File: src/rtl/the_pkg.sv
// Opcode and R-type function-code encodings shared by the instruction encoder and its users.
package the_pkg;

    typedef enum logic [5:0] {
        Rtype = 6'h00,
        JUMP  = 6'h02,
        JAL   = 6'h03,
        BEQ   = 6'h04,
        BNE   = 6'h05,
        ADDI  = 6'h08,
        ANDI  = 6'h0C,
        ORI   = 6'h0D,
        XORI  = 6'h0E,
        LUI   = 6'h0F,
        LW    = 6'h23,
        SW    = 6'h2B,
        RET   = 6'h3F
    } op_code;

    typedef enum logic [5:0] {
        SLL_f = 6'h00,
        SLA_f = 6'h01,
        SRL_f = 6'h02,
        SRA_f = 6'h03,
        ADD_f = 6'h20,
        SUB_f = 6'h22,
        AND_f = 6'h24,
        OR_f  = 6'h25,
        XOR_f = 6'h26
    } func_code;

endpackage

File: src/rtl/instr_encoder_if.sv
// Instruction-field stream into the encoder plus its instruction-memory write port.
interface instr_encoder_if #(parameter int unsigned AW = 8);

    logic               in_valid;
    logic               in_ready;
    logic               in_last;
    the_pkg::op_code    op;
    the_pkg::func_code  func;
    logic [4:0]         rs;
    logic [4:0]         rt;
    logic [4:0]         rd;
    logic [4:0]         shamt;
    logic [15:0]        imm;
    logic [25:0]        target;
    logic               im_we;
    logic [AW-1:0]      im_addr;
    logic [31:0]        im_wdata;

    modport master (
        output in_valid, in_last, op, func, rs, rt, rd, shamt, imm, target,
        input  in_ready, im_we, im_addr, im_wdata
    );

    modport slave (
        input  in_valid, in_last, op, func, rs, rt, rd, shamt, imm, target,
        output in_ready, im_we, im_addr, im_wdata
    );

endinterface

File: src/rtl/instr_encoder.sv
// Packs symbolic instruction fields into 32-bit words and writes them sequentially into
// instruction memory. Optional legality filter enabled by defining INSTR_ENC_LEGAL_CHECK_EN.
module instr_encoder
    import the_pkg::*;
#(
    parameter int unsigned AW = 8
) (
    input  logic            i_clk,
    input  logic            i_rst_n,
    input  logic            i_start,
    input  logic [AW-1:0]   i_base_addr,
    instr_encoder_if.slave  bus,
    output logic            o_busy,
    output logic            o_done,
    output logic [AW:0]     o_count,
    output logic [1:0]      o_err
);

    typedef enum logic [1:0] {S_IDLE, S_LOAD, S_FULL} state_t;

    localparam logic [AW-1:0] TOP_ADDR = '1;

    state_t         r_state, w_state_nxt;
    logic [AW-1:0]  r_ptr, w_ptr_nxt;
    logic [AW:0]    r_count, w_count_nxt;
    logic [1:0]     r_err, w_err_nxt;
    logic           r_ready, w_ready_nxt;
    logic           r_we, w_we_nxt;
    logic [AW-1:0]  r_addr, w_addr_nxt;
    logic [31:0]    r_wdata, w_wdata_nxt;
    logic           r_last_pend, w_last_pend_nxt;
    logic           r_done, w_done_nxt;
    logic           r_busy, w_busy_nxt;

    logic           w_accept;
    logic           w_legal;
    logic           w_write;
    logic           w_ovf;
    logic [31:0]    w_word;

    assign w_accept = bus.in_valid && r_ready;
    assign w_write  = w_accept && w_legal;
    assign w_ovf    = w_write && (r_ptr == TOP_ADDR) && !bus.in_last;

    // Word layout selected by opcode format
    always_comb begin
        w_word = {bus.op, bus.rs, bus.rt, bus.imm};
        case (bus.op)
            Rtype:     w_word = {bus.op, bus.rs, bus.rt, bus.rd, bus.shamt, bus.func};
            JUMP, JAL: w_word = {bus.op, bus.target};
            RET:       w_word = {bus.op, bus.rs, 21'b0};
            default:   w_word = {bus.op, bus.rs, bus.rt, bus.imm};
        endcase
    end

`ifdef INSTR_ENC_LEGAL_CHECK_EN
    always_comb begin
        w_legal = 1'b0;
        case (bus.op)
            Rtype: begin
                case (bus.func)
                    ADD_f, SUB_f, AND_f, OR_f, XOR_f,
                    SLL_f, SRL_f, SLA_f, SRA_f: w_legal = 1'b1;
                    default:                    w_legal = 1'b0;
                endcase
            end
            JUMP, JAL, BEQ, BNE, ADDI, ANDI, ORI, XORI,
            LUI, LW, SW, RET: w_legal = 1'b1;
            default:          w_legal = 1'b0;
        endcase
    end
`else
    assign w_legal = 1'b1;
`endif

    always_ff @(posedge i_clk or negedge i_rst_n) begin
        if (!i_rst_n) r_state <= S_IDLE;
        else          r_state <= w_state_nxt;
    end

    always_comb begin
        w_state_nxt = r_state;
        case (r_state)
            S_IDLE, S_FULL: if (i_start) w_state_nxt = S_LOAD;
            S_LOAD: begin
                if (w_accept && bus.in_last) w_state_nxt = S_IDLE;
                else if (w_ovf)              w_state_nxt = S_FULL;
            end
            default: w_state_nxt = S_IDLE;
        endcase
    end

    // Next values for the datapath and all registered outputs
    always_comb begin
        w_ptr_nxt       = r_ptr;
        w_count_nxt     = r_count;
        w_err_nxt       = r_err;
        w_we_nxt        = 1'b0;
        w_addr_nxt      = r_addr;
        w_wdata_nxt     = r_wdata;
        w_last_pend_nxt = 1'b0;
        w_done_nxt      = r_we && r_last_pend;
        if ((r_state != S_LOAD) && i_start) begin
            w_ptr_nxt   = i_base_addr;
            w_count_nxt = '0;
            w_err_nxt   = 2'b00;
        end
        if (w_write) begin
            w_we_nxt        = 1'b1;
            w_addr_nxt      = r_ptr;
            w_wdata_nxt     = w_word;
            w_last_pend_nxt = bus.in_last;
            w_count_nxt     = r_count + (AW+1)'(1);
            // Pointer saturates at the top address rather than wrapping
            if (r_ptr != TOP_ADDR) w_ptr_nxt = r_ptr + AW'(1);
            if (w_ovf)             w_err_nxt[1] = 1'b1;
        end else if (w_accept) begin
            w_err_nxt[0] = 1'b1;
            if (bus.in_last) w_done_nxt = 1'b1;
        end
        w_ready_nxt = (w_state_nxt == S_LOAD);
        w_busy_nxt  = (w_state_nxt == S_LOAD) || w_we_nxt;
    end

    always_ff @(posedge i_clk or negedge i_rst_n) begin
        if (!i_rst_n) begin
            r_ptr       <= '0;
            r_count     <= '0;
            r_err       <= 2'b00;
            r_ready     <= 1'b0;
            r_we        <= 1'b0;
            r_addr      <= '0;
            r_wdata     <= '0;
            r_last_pend <= 1'b0;
            r_done      <= 1'b0;
            r_busy      <= 1'b0;
        end else begin
            r_ptr       <= w_ptr_nxt;
            r_count     <= w_count_nxt;
            r_err       <= w_err_nxt;
            r_ready     <= w_ready_nxt;
            r_we        <= w_we_nxt;
            r_addr      <= w_addr_nxt;
            r_wdata     <= w_wdata_nxt;
            r_last_pend <= w_last_pend_nxt;
            r_done      <= w_done_nxt;
            r_busy      <= w_busy_nxt;
        end
    end

    assign bus.in_ready = r_ready;
    assign bus.im_we    = r_we;
    assign bus.im_addr  = r_addr;
    assign bus.im_wdata = r_wdata;
    assign o_busy       = r_busy;
    assign o_done       = r_done;
    assign o_count      = r_count;
    assign o_err        = r_err;

endmodule

File: src/flat_wrapper.sv
// flat-port wrapper written by rule: the top's interface ports become plain ports
module instr_encoder_flat import the_pkg::*;
#(
    parameter int unsigned AW = 8
)
  (i_clk, i_rst_n, i_start, i_base_addr, o_busy, o_done, o_count, o_err, bus_in_valid, bus_in_last, bus_op, bus_func, bus_rs, bus_rt, bus_rd, bus_shamt, bus_imm, bus_target, bus_in_ready, bus_im_we, bus_im_addr, bus_im_wdata);
  instr_encoder_if #(.AW(AW)) bus_i ();
  input  logic i_clk;
  input  logic i_rst_n;
  input  logic i_start;
  input  logic [AW-1:0] i_base_addr;
  output logic o_busy;
  output logic o_done;
  output logic [AW:0] o_count;
  output logic [1:0] o_err;
  input wire logic [$bits(bus_i.in_valid)-1:0] bus_in_valid;
  input wire logic [$bits(bus_i.in_last)-1:0] bus_in_last;
  input wire logic [$bits(bus_i.op)-1:0] bus_op;
  input wire logic [$bits(bus_i.func)-1:0] bus_func;
  input wire logic [$bits(bus_i.rs)-1:0] bus_rs;
  input wire logic [$bits(bus_i.rt)-1:0] bus_rt;
  input wire logic [$bits(bus_i.rd)-1:0] bus_rd;
  input wire logic [$bits(bus_i.shamt)-1:0] bus_shamt;
  input wire logic [$bits(bus_i.imm)-1:0] bus_imm;
  input wire logic [$bits(bus_i.target)-1:0] bus_target;
  output wire logic [$bits(bus_i.in_ready)-1:0] bus_in_ready;
  output wire logic [$bits(bus_i.im_we)-1:0] bus_im_we;
  output wire logic [$bits(bus_i.im_addr)-1:0] bus_im_addr;
  output wire logic [$bits(bus_i.im_wdata)-1:0] bus_im_wdata;
  assign bus_i.in_valid = bus_in_valid;
  assign bus_i.in_last = bus_in_last;
  assign bus_i.op = bus_op;
  assign bus_i.func = bus_func;
  assign bus_i.rs = bus_rs;
  assign bus_i.rt = bus_rt;
  assign bus_i.rd = bus_rd;
  assign bus_i.shamt = bus_shamt;
  assign bus_i.imm = bus_imm;
  assign bus_i.target = bus_target;
  assign bus_in_ready = bus_i.in_ready;
  assign bus_im_we = bus_i.im_we;
  assign bus_im_addr = bus_i.im_addr;
  assign bus_im_wdata = bus_i.im_wdata;
  instr_encoder #(.AW(AW)) u_core (.i_clk(i_clk), .i_rst_n(i_rst_n), .i_start(i_start), .i_base_addr(i_base_addr), .bus(bus_i), .o_busy(o_busy), .o_done(o_done), .o_count(o_count), .o_err(o_err));
endmodule
File: config.mk
export PLATFORM = sky130hd
export DESIGN_NAME = instr_encoder_flat
export DESIGN_NICKNAME = d
export VERILOG_FILES = /design/src/rtl/the_pkg.sv /design/src/rtl/instr_encoder_if.sv /design/src/rtl/instr_encoder.sv /design/src/flat_wrapper.sv
export SDC_FILE = /design/constraint.sdc
export NUM_CORES = 1
export LEC_CHECK = 0
export BUFFER_PORTS_ARGS = -buffer_cell sky130_fd_sc_hd__buf_2
export CAP_MARGIN = 20
export CORE_MARGIN = 3
export CORE_UTILIZATION = 47
export DETAILED_ROUTE_END_ITERATION = 10
export GPL_TIMING_DRIVEN = 0
export HOLD_SLACK_MARGIN = 0.05
export PLACE_DENSITY = 0.91
export SYNTH_ARGS = -nofsm -noshare
export SYNTH_HDL_FRONTEND = slang
export SYNTH_SLANG_ARGS = --single-unit
File: constraint.sdc
create_clock -name i_clk -period 2.3 [get_ports i_clk]
set_clock_uncertainty 0.1 [all_clocks]
set_input_delay 0.115 -clock i_clk [delete_from_list [all_inputs] [get_ports i_clk]]
set_output_delay 0.115 -clock i_clk [all_outputs]
set_load 0.01 [all_outputs]
==> metrics.txt, run 1 <==
status completed; Power per Cell Area about 1100 nW/um^2; Total Power 4.85 mW; startpoint class of the critical path input port; initial antenna violation count 0; Detailed Route WL approximately 11000 um; Final Hold Fails 0; GPL Wtd Cong between 0.8 and 0.9; area added between synthesis and finish 48.6%; syn_nets between 400 and 500; CTS Root Cell clkbuf_8; final net count around 610; Worst EP arrival 2.32 ns; most common cell after layout, fill and taps aside buf_2; area of the mapped netlist approximately 3100 sq um; Worst IR Drop VDD around 600 uV; Placed Cells between 500 and 600; CP endpoint kind flop; most frequent cells in the layout buf_2, dfrtp_1, nand2_1; Setup TNS 0 ns; row cnt 28; Hold WS 0.0479 ns; cell mode on critical path buf_6; fin. max-slew vios 0; leak pwr between 2 and 2.5 nW; sequential share of the synthesized area between 50% and 60%; crit-path cells dlygate4sd3_1 -> buf_2 -> or4_4 -> buf_6 -> o21ai_2 -> a211oi_2 -> buf_6 -> a221o_1; area of the die 7620 sq um; share of the synthesized area in the top cell type around 52%; first-pass GRT wire length around 17000 um; crit-path max cell delay around 0.56 ns; Vias 3566; clock buffer depth 2; grt ovf 0; Final Cycle Share between 90% and 100%; Slew HR roughly 55%; Max-Cap Viols 0; RR Endpoint u_core.r_ptr[5]$_DFF_PN0_; Async SR Flop Fraction 100%; syn_area_per_cell between 9 and 10 sq um; vias in the first global route 3561; post-DR vias/cell ~5.9; setup violators final 0; WHS Path Cells 4; wire per inst 18.3 um; Antenna Nets Post-Route 0; Initial Util between 50% and 60%; Hold Path Class input port to flop; Worst R2R Setup Slack 0.15 ns; Final WS setup about 0.1 ns; worst skew pair latency ~0.33 ns; fin cells between 600 and 700; TritonCTS clock tree built; Yosys top cell by area dfrtp_1; worst min-delay path endpoint u_core.bus.im_wdata[17]$_DFFE_PN0N_; DR iter-0 viols approximately 240; worst slew pin tran 0.667 ns; clock sink total 65; hpwl dp around 7000 um; Tot GR Track Use 29.2%; DRC 0; Post-CTS Setup Inserts 0; ant diodes 0; chip height around 87 um; maximum fanout along the worst path 10; Max Freq between 400 and 500 MHz; launch point of the critical path bus_op[3]; Die X-Extent around 87 um; cells after synthesis roughly 320; r2r startpoint u_core.r_ptr[0]$_DFF_PN0_; Reg clk slew, reported paths approximately 0.080 ns; number of synthesized flops with an enable pin 0; H-Tree Depth 3; core area between 6000 and 7000 sq um; Seq cells post-synth 65; RSZ-0062 raised after global routing no; ys flop type dfrtp_1; Synth cell types 44; Crit-path slowest cell dlygate4sd3_1; drt pass-1 iters 5; # port buffers approximately 140; pre-CTS setup slack just over 0.06 ns; CP Class input port to flop; number of cells on the worst reg-to-reg path 6; hold path start bus_target[17]; post-layout min period approximately 2.2 ns; # IOs between 100 and 150; share of cells above drive strength 1 32.5%; yosys warns 0; total CTS buffers 9; Worst Path Required roughly 2.4 ns; largest net degree at the start of global routing 43; top post-synthesis cells by area dfrtp_1, nand2_1, a221o_1
-- how the worst max path moves through the flow --
stage	to	slack, ns	cells after the start
CTS	u_core.o_busy$_DFF_PN0_	0.01	7
detailed placement	u_core.o_busy$_DFF_PN0_	0.06	5
global placement	u_core.o_busy$_DFF_PN0_	0.08	5
finish	u_core.bus.im_wdata[9]$_DFFE_PN0N_	0.10	8
floorplan	u_core.r_ptr[3]$_DFF_PN0_	0.37	6
global route	u_core.o_count[1]$_DFFE_PN0P_	0.01	8
-- cell usage after synthesis, types with 3 or more instances --
cell type / n
dfrtp_1: 65
nand2_1: 62
o21ai_0: 22
a221o_1: 21
nor3_1: 18
nand3_1: 17
a22oi_1: 16
clkbuf_1: 16
nor2_1: 15
mux2i_1: 10
a21oi_1: 8
nand4_1: 5
buf_1: 4
and3_1: 3
-- kinds of logic after synthesis --
family	share of synthesized area, %
simple gates	18.9
compound gates	20.3
flops	52.4
buf+inv	3.95
mux	3.22
fa+ha+maj	0.806
other cells	0.121
xor+xnor	0.282
-- worst max-delay path: cells and delay by family --
kind	cells	cell delay, ns
AO/OA/AOI/OAI	3	0.60
buffers and inverters	4	1.07
AND/OR/NAND/NOR	1	0.53
-- timing repair --
| action | CTS | global route |
|---|---|---|
| gates resized for setup | 0 | 9 |
| setup endpoints to repair | 0 | 27 |
| hold endpoints to repair | 66 | 0 |
| hold buffers | 50 | 0 |
-- report_power, final --
part	internal, mW	total [mW]	switching (mW)
Combinational	0.853	1.98	1.13
Clock	0.468	0.894	0.426
Sequential	1.61	1.97	0.363
Total	2.93	4.85	1.92
-- state kept, by name, summed over array words and instances, names as in the netlist --
| name | cells |
|---|---|
| u_core.o_done | 1 |
| u_core.bus.im_wdata | 32 |
| u_core.r_last_pend | 1 |
| u_core.bus.in_ready | 1 |
| u_core.r_state | 2 |
| u_core.o_count | 9 |
| u_core.bus.im_addr | 8 |
| u_core.bus.im_we | 1 |
| u_core.o_busy | 1 |
| u_core.o_err | 1 |
| u_core.r_ptr | 8 |
-- routing by layer --
metal / routed length, um / vias up / global-route usage [%]
li1: - / 1588 / -
met1: 4120 / 1701 / 35.6
met2: 5580 / 234 / 49.1
met3: 964 / 43 / 5.68
met4: 322 / 0 / 14.5
met5: 0 / - / 0
-- metrics by stage --
stage                     utilization (%)  cell area, sq um
after global routing                 74.8              4610
after floorplan                         -              3100
final                                74.8              4610
after CTS                            74.5              4590
after global placement               63.1              3890
after detailed placement             63.5              3910
-- final cells by class --
type                    count  area [sq um]
clock buffers              12           165
inverters                   2          7.51
plain buffers              25           119
well taps                  75          93.8
repair buffers            190          1220
clock inverters             3          15.0
flip-flops and latches     65          1630
fillers                   431          1550
multi-input cells         229          1370
(Power assumes the default switching activity.)
==> inputs of run 2 (changes only) <==
--- a/config.mk
+++ b/config.mk
@@ -7,6 +7,7 @@
 export LEC_CHECK = 0
 export BUFFER_PORTS_ARGS = -buffer_cell sky130_fd_sc_hd__buf_2
 export CAP_MARGIN = 20
+export CORE_ASPECT_RATIO = 0.75
 export CORE_MARGIN = 3
 export CORE_UTILIZATION = 47
 export DETAILED_ROUTE_END_ITERATION = 10
==> metrics.txt, run 2 (synthesis gave the netlist of run 1 again) <==
Power per Cell Area about 1000 nW/um^2; pre-CTS setup slack slightly above 0.07 ns; Crit-path slowest cell dlygate4sd3_1; Post-DP Area ~3900 sq um; worst skew pair latency between 0.3 and 0.4 ns; Sequential Area approximately 1600 sq um; DRC 0; # IOs between 100 and 150; Initial Util between 50% and 60%; RSZ-0062 raised after global routing no; # port buffers 139; maximum fanout along the worst path 10; row cnt 24; hpwl dp 7340 um; largest net degree at the start of global routing 66; final-layout fill cell count 419; crit-path cells dlygate4sd3_1 -> buf_2 -> nand2_1 -> clkbuf_1 -> clkbuf_2 -> buf_1 -> o21ai_0; Tot GR Track Use 30.8%; post-layout min period roughly 2.2 ns; most common cell after layout, fill and taps aside buf_2; wire per inst about 19 um; Final WS setup 0.132 ns; DR iter-0 viols 360; startpoint class of the critical path input port; area added between synthesis and finish 48.2%; Setup TNS 0 ns; Antenna Nets Post-Route 0; crit-path max cell delay 0.54 ns; Vias approximately 3600; CTS Root Cell clkbuf_8; Final Cycle Share a little over nine tenths; Slew HR a little under half; total CTS buffers 9; Worst EP arrival 2.27 ns; TritonCTS clock tree built; multi-input combinational cell area between 1000 and 1500 sq um; grt ovf 0; CP bufs+invs 5; Worst IR Drop VDD 693 uV; max reg flops 32; setup violators final 0; CP delay by family, top buffers and inverters; area of the die ~7600 sq um; chip height about 76 um; fin cells approximately 610; vias in the first global route approximately 3700; drt pass-1 iters 5; H-Tree Depth 3; CP endpoint kind flop; CP Class input port to flop; clock buffer depth 2; Post-CTS Setup Inserts 0; Max Freq 461 MHz; leak pwr ~2.3 nW; Placed Cells approximately 540; first-pass GRT wire length between 15000 and 20000 um; Die X-Extent between 90 and 100 um; most frequent cells in the layout buf_2, dfrtp_1, nand2_1; Reg clk slew, reported paths roughly 0.060 ns; post-DR vias/cell around 6; GPL Wtd Cong ~0.96; initial antenna violation count 0; final net count between 600 and 700; Max-Cap Viols 0; ant diodes 0; fin. max-slew vios 0; core area approximately 6000 sq um; clock sink total 65; Detailed Route WL between 10000 and 15000 um; final instance area about 4600 sq um; status completed; worst slew pin tran 0.810 ns; share of cells above drive strength 1 between 30% and 40%; Worst Path Required ~2.4 ns; Hold Path Class input port to flop; Final Hold Fails 0
-- run 2: worst register-to-register path: stages (launching register included) --
cell      delay [ns]
dfrtp_1         0.45
ha_1            0.28
and3_1          0.21
clkbuf_1        0.18
a21oi_2         0.40
mux2i_1         0.15
o221a_2         0.28
-- run 2: stage by stage --
step                hold slack [ns]  utilization, %  power [mW]
floorplan                    -0.281               -        2.98
global placement              0.244            63.9        3.72
detailed placement            0.161            64.0        3.81
CTS                          0.0598            75.3        4.73
global route                 0.0603            75.5        5.10
finish                       0.0778            75.5        4.81
-- run 2: layer usage --
metal,track usage (%),share of wire (%),routed length [um]
met1,37.6,37,4210
met2,51.2,49,5650
met3,7.32,9.3,1060
met4,14.6,4.8,546
met5,0,0,0
-- run 2: final cells by class --
type	instances	area share (%)
tap	78	2.12
buffer	25	2.56
clock inverter	5	0.707
inverter	2	0.163
multi-input combinational	229	29.5
clock buffer	10	2.99
sequential	65	35.3
timing repair buffer	192	26.6
-- run 2: timing repair --
action	4_1_cts	5_1_grt
gates resized for setup	0	5
hold buffers	52	0
endpoints found under the setup margin	0	22
endpoints found under the hold margin	107	0
-- run 2: final timing paths --
check | startpoint | endpoint | slack (ns) | cells past startpoint
setup / recovery | bus_in_valid | u_core.o_count[0]$_DFFE_PN0P_ | 0.13 | 7
hold / removal | i_base_addr[6] | u_core.r_ptr[6]$_DFF_PN0_ | 0.08 | 3
setup reg to reg | u_core.r_ptr[0]$_DFF_PN0_ | u_core.r_ptr[3]$_DFF_PN0_ | 0.14 | 6
hold reg to reg | u_core.r_last_pend$_DFF_PN0_ | u_core.o_done$_DFF_PN0_ | 0.36 | 1
max in group asynchronous | i_rst_n | u_core.bus.im_addr[6]$_DFFE_PN0N_ | 1.26 | 2
min in group asynchronous | i_rst_n | u_core.bus.im_addr[1]$_DFFE_PN0N_ | 0.31 | 2
-- run 2: where the power goes --
group | switching, mW | internal, mW
Combinational | 1.16 | 0.847
Sequential | 0.348 | 1.61
Clock | 0.441 | 0.410
==> inputs of run 3 (changes only) <==
==> constraint.sdc (replaced) <==
create_clock -name i_clk -period 2.3 [get_ports i_clk]
set_clock_uncertainty 0.1 [all_clocks]
set_input_delay 0.69 -clock i_clk [delete_from_list [all_inputs] [get_ports i_clk]]
set_output_delay 0.69 -clock i_clk [all_outputs]
set_load 0.01 [all_outputs]
==> metrics.txt, run 3 (synthesis gave the netlist of run 1 again) <==
Placed Cells approximately 540; number of cells on the worst reg-to-reg path 5; row cnt 24; first-pass GRT wire length between 15000 and 20000 um; fin. max-slew vios 0; Tot GR Track Use about 26%; CTS Root Cell clkbuf_8; area added between synthesis and finish 31.5%; fin cells around 550; maximum fanout along the worst path 10; Final Cycle Share ~93%; Die X-Extent 99.8 um; Worst IR Drop VDD 725 uV; Hold WS between 0.3 and 0.4 ns; setup violators final 0; final net count 560; vias in the first global route ~3200; most common cell after layout, fill and taps aside buf_2; chip height 76.4 um; Crit path depth 7; Final Hold Fails 0; crit-path max cell delay between 0.5 and 0.6 ns; Crit-path slowest cell or4_4; Post-DP Area a little under 4000 sq um; crit-path cells buf_2 -> or4_4 -> buf_6 -> o21ai_2 -> a211oi_2 -> buf_6 -> a221o_1; r2r startpoint u_core.bus.in_ready$_DFF_PN0_; multi-input combinational cell area roughly 1400 sq um; hpwl dp around 7300 um; most frequent cells in the layout buf_2, dfrtp_1, nand2_1; post-DR vias/cell between 5 and 6; post-CTS sizing 0; wire per inst roughly 18 um; largest net degree at the start of global routing 66; Hold Path Class input port to async pin; cell mode on critical path buf_6; initial antenna violation count 0; Initial Util between 50% and 60%; Max-Cap Viols 0; CP endpoint kind flop; CP delay by family, top compound AO/OA/AOI/OAI gates; status completed; Setup TNS 0 ns; startpoint class of the critical path input port; final-layout fill cell count roughly 510; CP bufs+invs 3; max reg flops 32; ant diodes 0; Worst Path Required ~2.4 ns; Worst EP arrival 2.27 ns; Worst R2R Setup Slack between 0.2 and 0.25 ns; H-Tree Depth 3; total CTS buffers 9; RR Endpoint u_core.o_count[0]$_DFFE_PN0P_; Max Freq 465 MHz; Sequential Area about 1600 sq um; share of cells above drive strength 1 approximately 35%; Antenna Nets Post-Route 0; leak pwr 2.06 nW; worst slew pin tran around 0.80 ns; clock buffer depth 2; Post-CTS Setup Inserts 0; TritonCTS clock tree built; DRC 0; Slew HR between 40% and 50%; Vias around 3200; # port buffers between 100 and 150; DR iter-0 viols ~270; area of the die about 7600 sq um; RSZ-0062 raised after global routing no; CTS Hold Bufs 0; post-layout min period 2.15 ns; grt ovf 0; clock sink total 65; final instance area 4080 sq um; CP Class input port to flop; worst skew pair latency roughly 0.34 ns; GPL Wtd Cong 0.957; Detailed Route WL approximately 9800 um; core area between 6000 and 7000 sq um; Reg clk slew, reported paths approximately 0.07 ns; # IOs between 100 and 150; drt pass-1 iters 4; Power per Cell Area 1140 nW/um^2
-- run 3: cell type report --
cell class	count	share of cell area [%]
buffer	25	2.88
clock buffer	10	3.37
clock inverter	5	0.797
inverter	2	0.184
multi-input combinational	229	33.4
sequential	65	39.8
tap	78	2.39
timing repair buffer	139	17.1
-- run 3: worst max path at each step --
stage | start | to | slack (ns)
2_1_floorplan | bus_op[3] | u_core.bus.im_wdata[10]$_DFFE_PN0N_ | 0.11
3_3_place_gp | bus_in_valid | u_core.o_count[1]$_DFFE_PN0P_ | -0.29
3_5_place_dp | bus_op[3] | u_core.bus.im_wdata[24]$_DFFE_PN0N_ | -0.36
4_1_cts | bus_op[3] | u_core.bus.im_wdata[24]$_DFFE_PN0N_ | 0.0003
5_1_grt | bus_in_valid | u_core.o_count[0]$_DFFE_PN0P_ | 0.04
6_report | bus_op[3] | u_core.bus.im_wdata[13]$_DFFE_PN0N_ | 0.15
-- run 3: metal layers --
| layer | part of all wire (%) | track usage [%] | up-vias |
|---|---|---|---|
| met5 | 0 | 0 | - |
| met1 | 41 | 34.5 | 1561 |
| met4 | 1.7 | 8.32 | 0 |
| met3 | 8.0 | 5.58 | 22 |
| met2 | 50 | 41.3 | 163 |
| li1 | - | - | 1479 |
-- run 3: metrics by stage --
stage / worst slack [ns] / utilization, % / power (mW)
after floorplan: 0.110 / - / 2.98
after global placement: -0.288 / 63.9 / 3.72
after detailed placement: -0.364 / 64.0 / 3.81
after CTS: 0.000320 / 66.8 / 4.65
after global routing: 0.0407 / 67.0 / 4.97
final: 0.151 / 67.0 / 4.66
-- run 3: worst reg2reg max path: stages (launching register included) --
cell and delay [ns]:
dfrtp_1 0.40, nand2_1 0.17, clkbuf_1 0.36, clkbuf_2 0.35, buf_1 0.42, o21ai_0 0.15
-- run 3: report_power, final --
| group | internal [mW] | switching (mW) |
|---|---|---|
| clock network | 0.410 | 0.427 |
| registers | 1.61 | 0.324 |
| logic | 0.785 | 1.10 |
